File: src/rtl/multi_dataflow_ctrl_fsm.sv
// Job sequencer for the multi_dataflow HWPE: clear, start, count output beats, signal done.
// Optional stall watchdog is compiled in with `define MULTI_DATAFLOW_FSM_WATCHDOG_EN.
module multi_dataflow_ctrl_fsm #(
  parameter int CNT_W       = 32,
  parameter int DIM_W       = 16,
  parameter int WDOG_CYCLES = 65536
) (
  input  logic             clk_i,
  input  logic             rst_i,
  input  logic             trigger_i,
  input  logic [DIM_W-1:0] width_i,
  input  logic [DIM_W-1:0] height_i,
  input  logic             engine_ready_i,
  input  logic             out_hs_i,
  input  logic             src_done_i,
  output logic             engine_clear_o,
  output logic             engine_start_o,
  output logic             stream_in_start_o,
  output logic             stream_out_start_o,
  output logic             busy_o,
  output logic             evt_done_o,
  output logic             err_len_o,
  output logic             timeout_o,
  output logic [CNT_W-1:0] expected_len_o,
  output logic [CNT_W-1:0] beat_cnt_o
);

  typedef enum logic [2:0] {
    S_IDLE,
    S_CLEAR,
    S_START,
    S_RUN,
    S_DONE
  } state_t;

  state_t             r_state;
  state_t             w_next;
  logic [CNT_W-1:0]   r_len;
  logic [CNT_W-1:0]   r_beat_cnt;
  logic               r_src_sticky;
  logic               r_err_len;
  logic [2*DIM_W-1:0] w_prod;
  logic [CNT_W-1:0]   w_len;
  logic [CNT_W-1:0]   w_beat_inc;
  logic               w_accept;
  logic               w_at_len;
  logic               w_exit;
  logic               w_wdog_hit;
  logic               w_wdog_abort;

  assign w_prod     = {{DIM_W{1'b0}}, width_i} * {{DIM_W{1'b0}}, height_i};
  assign w_len      = CNT_W'(w_prod);
  assign w_accept   = (r_state == S_IDLE) && trigger_i && engine_ready_i;
  assign w_beat_inc = r_beat_cnt + CNT_W'(1);
  // The beat arriving this cycle may complete the job, so it counts toward the exit test.
  assign w_at_len   = (r_beat_cnt == r_len) || (out_hs_i && (w_beat_inc == r_len));
  assign w_exit     = (r_state == S_RUN) && w_at_len && (r_src_sticky || src_done_i);
  assign w_wdog_abort = (r_state == S_RUN) && !w_exit && w_wdog_hit;

  always_comb begin
    w_next = r_state;
    case (r_state)
      S_IDLE:  if (w_accept && (w_len != '0)) w_next = S_CLEAR;
      S_CLEAR: w_next = S_START;
      S_START: w_next = S_RUN;
      S_RUN: begin
        if (w_exit)            w_next = S_DONE;
        else if (w_wdog_abort) w_next = S_IDLE;
      end
      S_DONE:  w_next = S_IDLE;
      default: w_next = S_IDLE;
    endcase
  end

  always_ff @(posedge clk_i) begin
    if (rst_i) begin
      r_state      <= S_IDLE;
      r_len        <= '0;
      r_beat_cnt   <= '0;
      r_src_sticky <= 1'b0;
      r_err_len    <= 1'b0;
    end else begin
      r_state   <= w_next;
      r_err_len <= w_accept && (w_len == '0);
      if (w_accept && (w_len != '0)) r_len <= w_len;
      if (r_state == S_CLEAR) begin
        r_beat_cnt   <= '0;
        r_src_sticky <= 1'b0;
      end else if (r_state == S_RUN) begin
        if (out_hs_i && (r_beat_cnt != r_len)) r_beat_cnt <= w_beat_inc;
        if (src_done_i) r_src_sticky <= 1'b1;
      end
    end
  end

`ifdef MULTI_DATAFLOW_FSM_WATCHDOG_EN
  localparam int WCW = (WDOG_CYCLES > 2) ? $clog2(WDOG_CYCLES) : 1;

  logic [WCW-1:0] r_stall;
  logic           r_timeout;

  assign w_wdog_hit = !out_hs_i && (r_stall == WCW'(WDOG_CYCLES - 1));

  // Stall counter restarts on RUN entry and on every accepted output beat.
  always_ff @(posedge clk_i) begin
    if (rst_i) begin
      r_stall   <= '0;
      r_timeout <= 1'b0;
    end else begin
      r_timeout <= w_wdog_abort;
      if (r_state == S_START || out_hs_i) r_stall <= '0;
      else if (r_state == S_RUN)          r_stall <= r_stall + WCW'(1);
    end
  end

  assign timeout_o = r_timeout;
`else
  logic w_unused_wdog;
  assign w_unused_wdog = (WDOG_CYCLES == 0);
  assign w_wdog_hit    = 1'b0;
  assign timeout_o     = 1'b0;
`endif

  assign engine_clear_o     = (r_state == S_CLEAR) || timeout_o;
  assign engine_start_o     = (r_state == S_START);
  assign stream_in_start_o  = (r_state == S_START);
  assign stream_out_start_o = (r_state == S_START);
  assign busy_o             = (r_state != S_IDLE);
  assign evt_done_o         = (r_state == S_DONE);
  assign err_len_o          = r_err_len;
  assign expected_len_o     = r_len;
  assign beat_cnt_o         = r_beat_cnt;

endmodule

File: config.mk
export PLATFORM = sky130hd
export DESIGN_NAME = multi_dataflow_ctrl_fsm
export DESIGN_NICKNAME = d
export VERILOG_FILES = /design/src/rtl/multi_dataflow_ctrl_fsm.sv
export SDC_FILE = /design/constraint.sdc
export NUM_CORES = 1
export LEC_CHECK = 0
export BUFFER_PORTS_ARGS = -buffer_cell sky130_fd_sc_hd__buf_2
export CORE_UTILIZATION = 60
export CTS_CLUSTER_SIZE = 20
export DETAILED_ROUTE_END_ITERATION = 16
export HOLD_SLACK_MARGIN = 0.12
export PLACE_DENSITY = 0.81
export SYNTH_ARGS = -nofsm -noshare
export SYNTH_HDL_FRONTEND = slang
export SYNTH_SLANG_ARGS = --single-unit
File: constraint.sdc
create_clock -name clk_i -period 9.85 [get_ports clk_i]
set_input_delay 2.4625 -clock clk_i [delete_from_list [all_inputs] [get_ports clk_i]]
set_output_delay 2.4625 -clock clk_i [all_outputs]
set_load 0.02 [all_outputs]
# [After elaboration in Yosys (flattened, before gate mapping)]
# Cells that the tools add are included.
[op_classes] n_addsub=1 n_mul=1 div_mod_pow=0 order_cmp=0 n_eq_ne=9 shift=0 mux=3 n_bitwise=0 reduce_logical=18
[ops] op="equality test 32 bit" count=2
[ops] op="adder 32 x 1 -> 32 bit, second input constant" count=1
[ops] op="zero test 32 bit" count=1
[ops] op="multiplier 16 x 16 -> 32 bit" count=1
[ops] op="inequality test 32 bit" count=1
[ops] op="nonzero test 32 bit" count=1
[ops] op="one-hot mux 3 bit (4 select lines)" count=1
[ops] op="logical AND 1 bit" count=8
[ops] op="equality test 3 x 2 -> 1 bit, second input constant" count=2
[ops] op="2-to-1 mux 3 bit" count=2
[ops] op="AND reduction 2 bit" count=3
[ops] op="equality test 3 x 1 -> 1 bit, second input constant" count=1
[ops] op="equality test 3 bit, second input constant" count=1
[ops] op="zero test 3 bit" count=1
[ops] op="nonzero test 3 bit" count=1
[ops] op="logical OR 1 bit" count=2
[ops] op="inequality test 2 x 1 -> 1 bit, second input constant" count=1
[ops] op="inequality test 2 bit, second input constant" count=1
[ops] op="OR reduction 2 bit" count=1
[word_totals] ff_bits=69 latchBits=0 mem_bits_rw=0 mem_bits_ro=0 in_bits=38 output_inout_bits=72 memories=0

# [Depth between registers and ports, before layout]
[logic_depth] word_depth=8 ltp_mapped=27 ltp_nobuf=24

# [Least setup slack after synthesis]
# Ideal clock, no wire load.
[synth_path] path_kind="input to register" start="in width_i[7]" end="reg r_len[11], in the netlist expected_len_o[11]" setup_ns=0.120 t_arrival_ns=9.088 slack_ns=0.642 cell_stages=26 path_buffers=3 path_cell_list="clkbuf_1 > nand2_1 > fa_1 > inv_1 > fa_1 > inv_1 > fa_1 > inv_1 > fa_1 > fa_1 > inv_1 > fa_1 > inv_1 > ha_1 > buf_6 > a21oi_4 > o21ai_2 > or4_1 > o32ai_2 > nor3_1 > or4_1 > or4_4 > nor4_4 > a31oi_4 > buf_6 > mux2i_1"
[synth_via] elab_chain_cells=3
[synth_lines] element="start: declaration" line_no="11" rtl="input logic [DIM_W-1:0] width_i,"
[synth_lines] element="multiplier 16 x 16 -> 32 bit (*)" line_no="51" rtl="assign w_prod = {{DIM_W{1'b0}}, width_i} * {{DIM_W{1'b0}}, height_i};"
[synth_lines] element="nonzero test 32 bit" line_no="85" rtl="if (w_accept && (w_len != '0)) r_len <= w_len;"
[synth_lines] element="logical AND 1 bit" line_no="85"
[synth_lines] element="end signal: assignment" line_no="85"
[synth_lines] element="end: declaration" line_no="38" rtl="logic [CNT_W-1:0] r_len;"
# Mark *: on every way between the ends. The rest lies on a longest branch, timed or not.
# A chain may end at the register's enable or synchronous reset.

# [Final worst setup path]
[layout_path] start="in height_i[1]" end="reg r_len[0], in the netlist expected_len_o[0]"
[layout_via] elab_chain_cells=3
[layout_lines] element="start: declaration" line_no="12" rtl="input logic [DIM_W-1:0] height_i,"
[layout_lines] element="multiplier 16 x 16 -> 32 bit" line_no="51"
[layout_lines] element="nonzero test 32 bit" line_no="85"
[layout_lines] element="logical AND 1 bit" line_no="85"
# Every way passes these cells.

==> flow_summary.yaml <==
status:
  outcome: "completed"
floorplanning:
  die-height_um: 148.1
  die_area_mm2: 0.02192
  die_w_um: 148.1
  io_pins: 110
  coreArea_mm2: 0.02096
  rows: 53
  initial_utilization_pct: 61.09
clock_tree:
  cts_inserted_buffers: 9
  cts_tree: "done"
  root_buffer: "clkbuf_16"
  hold_buffers: 0
  postCtsSetupBuffers: 0
  clock_sinks: 69
  ctsResizeCount: 0
  cts.clk_slew.worst_paths_ps: 60
  clk_latency_ps: 340
  clockBufferDepth: 2
  htreeDepth: 3
hold_path:
  worstHoldPathCells: 2
  min_path_type: "reg2reg"
  hp-start: "r_src_sticky"
  whs_endpoint: "r_src_sticky"
job:
  cap_viol_max_count: 0
yosys:
  synthDistinctLibCells: 69
  yosysWarnings: 0
  synthArstFlopShare_pct: 0
  synth.cell_area_mm2: 0.01280
  synth-edff-count: 0
  synthFlopType: "dfxtp_1"
  synth.avg_cell_area_um2: 8.367
  seq_area_frac_synth_pct: 10.79
  ys_ff_latch: 69
  synth_top_area_cell: "fa_1"
  synth_top_area_share_pct: 30.34
  netlist_instances: 1530
  yosys-top-cells-area: "fa_1, dfxtp_1, ha_1"
  synth_nets: 1867
drt:
  drt_wl_total_mm: 31.57
  drtPass1Iterations: 5
  drcViolationCount: 0
  via_count: 10840
  ant_nets: 0
  drt-wirelength-per-cell_um: 16.94
  via_per_inst: 5.817
  drt_iter0_drc: 883
timing:
  setup_violations: 0
  tns_ps: 0
  period_needed_ps: 9442
  hold_viol: 0
  worst_pin_slew_ps: 854.3
  fmax_mhz: 105.9
  slew_violations: 0
  fin_skew_ps: 8.865
  slew_headroom_pct: 42.88
  rsz0062_at_grt: "false"
  min_period_over_period_pct: 95.86
grt:
  antenna_found_initial: 0
  overflow: 0
  grt_first_pass_wirelength_mm: 52.18
  grt_pass1_vias: 10560
  grt_util_all_layers_pct: 29.82
  grt_start_max_net_pins: 34
critical_path:
  crit_top_cell: "fa_1"
  reg2reg_slack_ps: 5950
  critPathLaunch: "height_i[1]"
  cp_max_fo: 16
  worst_r2r_path_depth: 11
  crit_required_ps: 10080
  slowest_stage: "fa_1"
  critPathCaptureType: "register"
  crit_path_start_kind: "input pin"
  cp.arrival_ps: 9670
  reg2reg_to: "r_state[2]"
  reg2reg_from: "beat_cnt_o[0]"
  timing.critical_path.buf_inv: 5
  cp_cell_sequence: "buf_2, nand2_1, fa_1, fa_1, inv_1, fa_1, fa_1, fa_1, inv_1, fa_1, inv_1, ha_1, a21oi_4, o21ai_2, or4_1, o32ai_2, nor3_1, or4_1, or4_4, nor4_4, a31oi_4, buf_4, mux2i_1"
  crit_family: "adder cells"
  critPathMaxStageDelay_ps: 550
  crit_type: "in2reg"
placed_design:
  gp_congestion: 0.9277
  dp_hpwl_mm: 26.00
  place.port_buffers: 108
final_layout:
  fin_nets: 1921
  diodes: 0
  fill_cells: 1768
  drive_gt1_share_pct: 9.817
  syn2layout_area_growth_pct: 7.438
==> synth_stat cells (all sizes together) (11+ instances only) <==
master / count
inv: 237
nand2: 222
fa: 194
and2: 128
ha: 105
nor2: 72
dfxtp: 69
clkbuf: 68
xor2: 57
a21oi: 50
xnor2: 40
o21ai: 33
mux2i: 23
nand3: 23
nand4: 23
or3: 23
nor3: 18
and3: 11
nor4: 11
==> cell families (layout without fill, tap and decap cells) <==
logic type / Yosys count / count (layout) / share of synthesized area (%)
flops: 69 / 69 / 10.79
fa+ha+maj: 299 / 299 / 40.60
other cells: 1 / 1 / 0.02929
mux: 26 / 26 / 2.062
compound gates: 158 / 158 / 8.367
simple gates: 566 / 566 / 21.96
xor+xnor: 97 / 97 / 6.637
buf+inv: 314 / 373 / 9.549
==> state kept, by name (all words and copies together) (netlist names) <==
signal,flops
r_state,3
beat_cnt_o,32
err_len_o,1
expected_len_o,32
r_src_sticky,1
==> cell usage in the layout, fill, tap and decap left out, types with 9 or more instances in the layout <==
cell type,Yosys,layout
inv_1,237,237
nand2_1,222,222
fa_1,194,194
and2_1,128,128
buf_2,1,108
ha_1,105,105
nor2_1,72,72
dfxtp_1,69,69
xor2_1,57,57
a21oi_1,48,48
xnor2_1,40,40
o21ai_0,30,30
nand3_1,23,23
nand4_1,23,23
or3_1,23,23
mux2i_1,23,23
nor3_1,18,18
buf_4,3,12
and3_1,11,11
a211oi_1,10,10
nor4_1,10,10
clkbuf_16,0,9
==> worst max-delay path by stage <==
stage	depth (start not counted)	slack, ps	endpoint
after floorplan	26	640	expected_len_o[11]
after global placement	23	300	expected_len_o[3]
after detailed placement	23	70	expected_len_o[11]
after CTS	23	440	expected_len_o[0]
after global routing	25	90	expected_len_o[0]
final	23	410	expected_len_o[0]
==> layer usage <==
| metal | track usage [%] | part of all wire [%] | routed length, µm | up-vias |
|---|---|---|---|---|
| met3 | 4.018 | 6.9 | 2185 | 75 |
| li1 | - | - | - | 4969 |
| met1 | 41.52 | 42 | 13220 | 5354 |
| met5 | 0 | 0 | 0 | - |
| met4 | 8.196 | 2.6 | 830 | 0 |
| met2 | 48.78 | 49 | 15340 | 444 |
==> worst register-to-register path: stages (launching register included) <==
cell,delay [ps]
dfxtp_1,510
ha_1,270
nand3_1,210
or3_1,560
or2_2,390
or3_1,400
o211a_1,210
or3_1,330
o21ai_0,160
o2111ai_1,160
o31ai_1,430
nor3b_1,210
==> cell type report <==
cell class / count / area (µm²) / area share (%)
clock buffer: 11 / 252.7 / 1.838
multi-input combinational: 1147 / 10200 / 74.14
inverter: 237 / 889.6 / 6.468
sequential: 69 / 1381 / 10.04
timing repair buffer: 120 / 630.6 / 4.585
tap: 275 / 344.1 / 2.502
clock inverter: 5 / 57.56 / 0.4185
==> per-stage QoR <==
step | setup WS [ps] | hold slack [ps] | area (µm²) | cells | util, %
floorplan | 642.5 | 437.4 | 12800 | 1530 | -
global placement | 298.7 | 459.6 | 13440 | 1848 | 64.15
detailed placement | 74.52 | 459.2 | 13440 | 1848 | 64.15
CTS | 435.1 | 475.5 | 13750 | 1864 | 65.63
global route | 85.31 | 504.0 | 13750 | 1864 | 65.63
finish | 407.8 | 478.7 | 13750 | 1864 | 65.63
Power is left out: the tool's default activity adds up to more than one toggle a clock period on the data nets, which glitch-free logic cannot reach.
